**src/rtl/seq_detector_prog.sv**
```systemverilog
// Runtime-programmable serial bit-pattern detector with Mealy match output,
// selectable overlap mode, registered match copy and saturating hit counter.
module seq_detector_prog #(
    parameter int              PAT_W   = 8,
    parameter int              CNT_W   = 16,
    parameter logic [PAT_W-1:0] DEF_PAT = 8'b10110,
    parameter int              DEF_LEN = 5,
    parameter logic            DEF_OVL = 1'b0,
    localparam int             LEN_W   = $clog2(PAT_W + 1)
) (
    input  logic             clk,
    input  logic             rst,
    input  logic             cfg_load,
    input  logic [PAT_W-1:0] cfg_pattern,
    input  logic [LEN_W-1:0] cfg_len,
    input  logic             cfg_overlap,
    output logic             cfg_err,
    input  logic             in_valid,
    input  logic             in_bit,
    output logic             match,
    output logic             match_q,
    input  logic             cnt_clr,
    output logic [CNT_W-1:0] match_cnt
);

    typedef enum logic {StHunt, StArmed} state_t;

    localparam logic [LEN_W-1:0] DefLen   = LEN_W'(DEF_LEN);
    localparam state_t           DefState = (DEF_LEN == 1) ? StArmed : StHunt;
    localparam logic [CNT_W-1:0] CntMax   = '1;

    state_t             state_q, state_d;
    logic [PAT_W-1:0]   pat_q, pat_d;
    logic [LEN_W-1:0]   len_q, len_d;
    logic               ovl_q, ovl_d;
    logic [PAT_W-2:0]   hist_q, hist_d;
    logic [LEN_W-1:0]   fill_q, fill_d;
    logic               cfg_err_d;
    logic [CNT_W-1:0]   cnt_q, cnt_d;

    logic               accept;
    logic               cfg_ok;
    logic [LEN_W-1:0]   len_m1;
    logic [PAT_W-1:0]   window;
    logic [PAT_W-1:0]   mask;
    logic               hit;

    assign accept = in_valid & ~cfg_load;
    assign cfg_ok = (cfg_len != '0) && (cfg_len <= LEN_W'(PAT_W));
    assign len_m1 = len_q - LEN_W'(1);
    assign window = {hist_q, in_bit};

    // Only the low len_q bits of the window take part in the comparison.
    always_comb begin
        mask = '0;
        for (int i = 0; i < PAT_W; i++) begin
            mask[i] = (LEN_W'(i) < len_q);
        end
    end

    assign hit   = ((window ^ pat_q) & mask) == '0;
    assign match = (state_q == StArmed) & accept & hit;

    always_comb begin
        state_d   = state_q;
        pat_d     = pat_q;
        len_d     = len_q;
        ovl_d     = ovl_q;
        hist_d    = hist_q;
        fill_d    = fill_q;
        cfg_err_d = 1'b0;

        if (cfg_load) begin
            if (cfg_ok) begin
                pat_d   = cfg_pattern;
                len_d   = cfg_len;
                ovl_d   = cfg_overlap;
                hist_d  = '0;
                fill_d  = '0;
                state_d = (cfg_len == LEN_W'(1)) ? StArmed : StHunt;
            end else begin
                cfg_err_d = 1'b1;
            end
        end else if (in_valid) begin
            hist_d = window[PAT_W-2:0];
            case (state_q)
                StHunt: begin
                    fill_d  = fill_q + LEN_W'(1);
                    state_d = (fill_q + LEN_W'(1) == len_m1) ? StArmed : StHunt;
                end
                StArmed: begin
                    // Non-overlap restart: a fresh len_q bits are needed before the next hit.
                    if (match && !ovl_q) begin
                        fill_d  = '0;
                        state_d = (len_q == LEN_W'(1)) ? StArmed : StHunt;
                    end
                end
                default: state_d = StHunt;
            endcase
        end
    end

    always_comb begin
        cnt_d = cnt_q;
        if (cnt_clr) begin
            cnt_d = '0;
        end else if (match && (cnt_q != CntMax)) begin
            cnt_d = cnt_q + CNT_W'(1);
        end
    end

    always_ff @(posedge clk or posedge rst) begin
        if (rst) begin
            state_q <= DefState;
            pat_q   <= DEF_PAT;
            len_q   <= DefLen;
            ovl_q   <= DEF_OVL;
            hist_q  <= '0;
            fill_q  <= '0;
            cfg_err <= 1'b0;
            match_q <= 1'b0;
            cnt_q   <= '0;
        end else begin
            state_q <= state_d;
            pat_q   <= pat_d;
            len_q   <= len_d;
            ovl_q   <= ovl_d;
            hist_q  <= hist_d;
            fill_q  <= fill_d;
            cfg_err <= cfg_err_d;
            match_q <= match;
            cnt_q   <= cnt_d;
        end
    end

    assign match_cnt = cnt_q;

endmodule
```
**config.mk**
```make
export PLATFORM = sky130hd
export DESIGN_NAME = seq_detector_prog
export DESIGN_NICKNAME = d
export VERILOG_FILES = /design/src/rtl/seq_detector_prog.sv
export SDC_FILE = /design/constraint.sdc
export NUM_CORES = 1
export LEC_CHECK = 0
export CORE_UTILIZATION = 50
export CTS_BUF_LIST = sky130_fd_sc_hd__clkbuf_2
export DETAILED_ROUTE_END_ITERATION = 10
export PLACE_DENSITY = 0.79
export SLEW_MARGIN = 20
export SYNTH_ARGS = -nofsm -noshare
export SYNTH_HDL_FRONTEND = slang
export SYNTH_SLANG_ARGS = --single-unit
```
**constraint.sdc**
```tcl
create_clock -name clk -period 2.3 [get_ports clk]
set_input_delay 0.69 -clock clk [delete_from_list [all_inputs] [get_ports clk]]
set_output_delay 0.69 -clock clk [all_outputs]
set_load 0.05 [all_outputs]
```
**Yosys cells after proc, flatten, opt, wreduce, memory -nomap -nowiden**

Index checks and enable logic that the tools add are counted.

- Flip-flop bits (word level): 43
- Bits of input ports: 19
- Output and inout bits: 19
- Word-level logic and storage cells: 65

- Add/subtract/negate cells: 3
- Magnitude comparators: 9
- Eq/ne operators: 6
- Muxes and demuxes: 20
- Bitwise logic cells: 7
- Reduce and logical (&&, ||, !) cells: 11

Operator list:

| cell | number |
|---|---|
| $mux 16 | 2 |
| $mux 7 | 3 |
| $add 16x1->16 const B | 1 |
| $lt 3x4->1 const A | 4 |
| $mux 4 | 4 |
| $ne 16x16->1 const B | 1 |
| $mux 1 | 9 |
| $and 8x8->8 | 1 |
| $eq 4x1->1 const B | 2 |
| $logic_not 8->1 | 1 |
| $lt 1x4->1 const A | 2 |
| $lt 2x4->1 const A | 2 |
| $pmux 4 s2 | 1 |
| $xor 8x8->8 | 1 |
| $add 4x1->4 const B | 1 |
| $eq 4x4->1 | 1 |
| $le 4x4->1 const B | 1 |
| $reduce_and 2->1 | 2 |
| $reduce_bool 2->1 | 2 |
| $reduce_bool 4->1 | 1 |
| $sub 4x1->4 const B | 1 |
| $and 1x1->1 | 3 |
| $logic_and 1x1->1 | 3 |
| $ne 3x2->1 const B | 1 |
| 5 further kinds | 6 |

**Depth between registers and ports, before layout**

- Depth after elaboration: 9
- Mapped depth: 10

**Least setup slack after synthesis**

Ideal clock, no wire load.

- Path kind: reg2reg
- From: register cnt_q[0] (netlist: match_cnt[0])
- To: register cnt_q[1] (netlist: match_cnt[1])
- Arrival time: 2.482 ns
- Required time: 2.168 ns
- Slack: -0.314 ns
- Stages on the path, launching flop included: 10
- Path buffers: 2
- Period minus slack after synthesis: 2.614 ns
- Path through: dfrtp_1 ha_1 nand3_1 or2_2 or3_1 nand3_2 clkbuf_1 buf_2 mux2i_1 nor2_1

- Longest elaborated chain between the ends: 3

RTL lines:

| what | line | text |
|---|---|---|
| start, declared | 39 | `logic [CNT_W-1:0] cnt_q, cnt_d;` |
| start signal, assigned | 132 | `cnt_q <= cnt_d;` |
| $add 16x1->16 / $ne 16x16->1 (equally long branches) | 108, 107 |  |
| $mux 16 / $logic_and 1x1->1 (equally long branches) | 107 | `end else if (match && (cnt_q != CntMax)) begin` |
| $mux 16 / $reduce_bool 2->1 (equally long branches) | n/a |  |

Several ways; a longest one is shown, not always the timed one. The select of a mux whose other input is x is not followed.
A chain may end at the register's enable or synchronous reset.

**Worst setup path after layout**

- From: register len_q[0]
- To: output port match

- Longest elaborated chain between the ends: 4

RTL lines:

| what | line | text |
|---|---|---|
| start, declared | 34 | `logic [LEN_W-1:0] len_q, len_d;` |
| start signal, assigned | 116 | `len_q <= DefLen;` |
| start signal, assigned | 126 | `len_q <= len_d;` |
| $lt 1x4->1, or another cell as far along | 57 | `mask[i] = (LEN_W'(i) < len_q);` |
| $and 8x8->8 (*) | 61 | `assign hit = ((window ^ pat_q) & mask) == '0;` |
| $logic_not 8->1 (*) | 61 |  |
| $and 1x1->1 (*) | 62 | `assign match = (state_q == StArmed) & accept & hit;` |
| end, declared | 20 | `output logic match,` |

Every way passes the cells marked *; elsewhere a longest branch is shown, timed or not.

==> flow_metrics.py <==
metrics = {
    "clocking": {
        "numCtsBuffers": 5,
        "clockBufferDepth": 2,
        "cts-root-buf": "clkbuf_2",
        "worstSkewPairLatency_ns": 0.41,
        "htreeDepth": 2,
        "cts_tree": "yes",
        "cts.sinks": 43,
        "clkTransAtPathRegs_ns": 0.21,
        "cts.hold.buffers_added": 0,
    },
    "floorplan": {
        "chipWidth_um": 69.27,
        "core-area_um2": 4354,
        "die_area_um2": 4798,
        "num_io_pins": 38,
        "start_util_pct": 51.95,
        "rows": 24,
        "die_h_um": 69.27,
    },
    "logic_synthesis": {
        "synth-compound-area-share_pct": 12.33,
        "synth_top_family_by_area": "simple AND/OR/NAND/NOR gates",
        "synth_cell_type_count": 38,
        "seq_area_frac_synth_pct": 47.84,
        "synth_area_leaders": "dfrtp_1, mux2_2, dfstp_2",
        "avgSynthCellArea_um2": 9.878,
        "yosys-top-cells-count": "dfrtp_1, nand2_1, a21oi_1, nand3_1",
        "async_flop_share_pct": 100.0,
        "synth-adder-area-share_pct": 2.765,
        "synthXorXnorAreaFrac_pct": 6.969,
        "synth.top_cell.area_share_pct": 42.04,
        "syn_area_um2": 2262,
        "syn_inst": 229,
        "synth_edf_count": 0,
        "syn_nets": 253,
        "synthMuxAreaShare_pct": 6.416,
        "synthSimpleGateAreaFrac_pct": 19.80,
        "yosysMostFrequentCell": "dfrtp_1",
        "yosysTopAreaCell": "dfrtp_1",
        "ys_ff_latch": 43,
        "synth_flop_cell": "dfrtp_1",
        "yosysWarningCount": 0,
    },
    "critical_path": {
        "setup.worst_path.end_class": "primary output",
        "cp_max_fo": 4,
        "arrival_ns": 2.14,
        "cp-start-kind": "register",
        "rr_worst_depth": 9,
        "cp_data_required_time_ns": 1.61,
        "critPathKind": "reg -> out",
    },
    "timing": {
        "finalCriticalPeriod_ns": 2.828,
        "report.final.slew_viol_count": 0,
        "min_period_over_period_pct": 122.9,
        "setup-tns-final_ns": -1.588,
        "fmax_ghz": 0.3536,
        "finClkSkew_ns": 0.009319,
        "tightest_slew_ns": 0.4994,
        "slew_headroom_pct": 66.65,
        "rsz0062_at_grt": "yes",
        "fin_ws_ns": -0.5277,
        "setup_violations": 13,
        "finalHoldViolCount": 0,
    },
    "drt": {
        "antenna_left": 0,
        "route.detailed.drc": 0,
        "wirelength_um": 5096,
        "avgViaCountPerCell": 5.650,
        "dr.pass1.iters": 5,
        "drt_iter0_markers": 108,
        "num_vias": 1938,
        "wire_per_inst_um": 14.86,
    },
    "place": {
        "gp_congestion": 0.9060,
        "dpl.cell_count": 330,
        "port_buffers": 37,
        "dp_hpwl_um": 3490,
    },
    "power_and_ir_drop": {
        "vdd_drop_max_uv": 339.9,
        "cellPowerDensity_nw_per_um2": 564.7,
        "finalPower_mw": 1.699,
        "p_leak_nw": 1.408,
    },
    "hold_path": {
        "worstHoldPathCells": 2,
        "min_path_type": "reg -> reg",
    },
    "layout": {
        "num_antenna_cells": 0,
        "syn2layout_area_growth_pct": 32.96,
        "num-nets-final": 314,
        "drive_above_1_share_pct": 26.46,
        "fin_cells": 343,
    },
    "outcome": {
        "status": "finished with violations",
        "violations": "setup timing",
    },
    "global_route": {
        "grt_overflow": 0,
        "grt_max_degree": 44,
        "track_usage_pct": 21.54,
        "grt_pass1_vias": 1775,
        "grt_pass1_wl_um": 8190,
        "grt_antenna_before_repair": 0,
    },
    "flow_run": {
        "maxCapViolCount": 0,
    },
}
## per-stage QoR
step	utilization, %	hold slack (ns)	instance area (µm²)	worst slack [ns]
detailed placement	65.37	0.5048	2846	-0.5008
CTS	66.75	0.5499	2907	-0.5525
global route	69.08	0.5607	3008	-0.6204
floorplan	-	0.4699	2272	-0.03246
finish	69.08	0.5447	3008	-0.5277
global placement	65.37	0.4862	2846	-0.4845
## final cells by class
cell class              instances  area (µm²)
repair buffers                 63       586.8
inverters                      10       41.29
multi-input cells             167        1187
clock inverters                 2       12.51
flip-flops and latches         43        1085
well taps                      52       65.06
clock buffers                   6       30.03
fillers                       329        1346
## flip-flops by register name (all words and copies together) (netlist names)
signal and flops:
cfg_err 1, match_cnt 16, match_q 1, len_q 4, pat_q 8, fill_q 4
hist_q 7, ovl_q 1, state_q 1
## what timing repair did
item,CTS,global route
pin swaps,9,6
buffers inserted,2,4
resized for setup,23,19
endpoints found under the setup margin,25,21
endpoints found under the hold margin,0,0
## final timing paths
path | from | end | slack, ns
worst max-delay path | len_q[0]$_DFFE_PP1P_ | match | -0.53
worst min-delay path | hist_q[6]$_DFFE_PP0P_ | hist_q[6]$_DFFE_PP0P_ | 0.54
worst max register to register | len_q[0]$_DFFE_PP1P_ | match_cnt[15]$_DFFE_PP0P_ | -0.17
worst min register to register | hist_q[6]$_DFFE_PP0P_ | hist_q[6]$_DFFE_PP0P_ | 0.54
max in group asynchronous | rst | pat_q[2]$_DFFE_PP1P_ | 1.42
min in group asynchronous | rst | pat_q[6]$_DFFE_PP0P_ | 0.60
## critical path, stage by stage, from the launching register on
cell and delay, ns:
dfstp_2 0.63, buf_4 0.13, inv_1 0.04, ha_1 0.21, inv_1 0.06, o21ai_1 0.08, a41o_1 0.23, nand2_2 0.09
clkinvlp_4 0.10, buf_12 0.15
## logic make-up after synthesis
kind of cell	after synthesis
adders and majority gates	5
and+or+nand+nor	87
AOI/OAI and AO/OA	44
xor gates and xnor gates	18
DFF	43
buffers and inverters	19
muxes	13
## where the power goes
group / internal, mW / switching [mW] / leakage, nW
Combinational: 0.244 / 0.218 / 0.821
Sequential: 0.844 / 0.0668 / 0.558
Clock: 0.0775 / 0.248 / 0.0290
## layer usage
layer  global-route usage (%)  up-vias  routed length, µm
li1                         -      938                  -
met1                    30.11      922               2394
met2                    33.01       62               2344
met3                    5.378       16                260
met4                    6.803        0                 97
met5                        0        -                  0
## placed cells by master (no fill, tap or decap), drive strengths merged, types with 5 or more instances in the layout
master,n
ha,5
or3,9
a21oi,16
dfrtp,38
o21ai,12
clkdlybuf4s50,19
nor2,8
dlygate4sd2,16
or4,7
clkbuf,6
nand2,29
mux2,12
inv,9
o31ai,7
nand3,16
dfstp,5
buf,27
xor2,9
xnor2,9
Power figures use the tool's default switching activity.
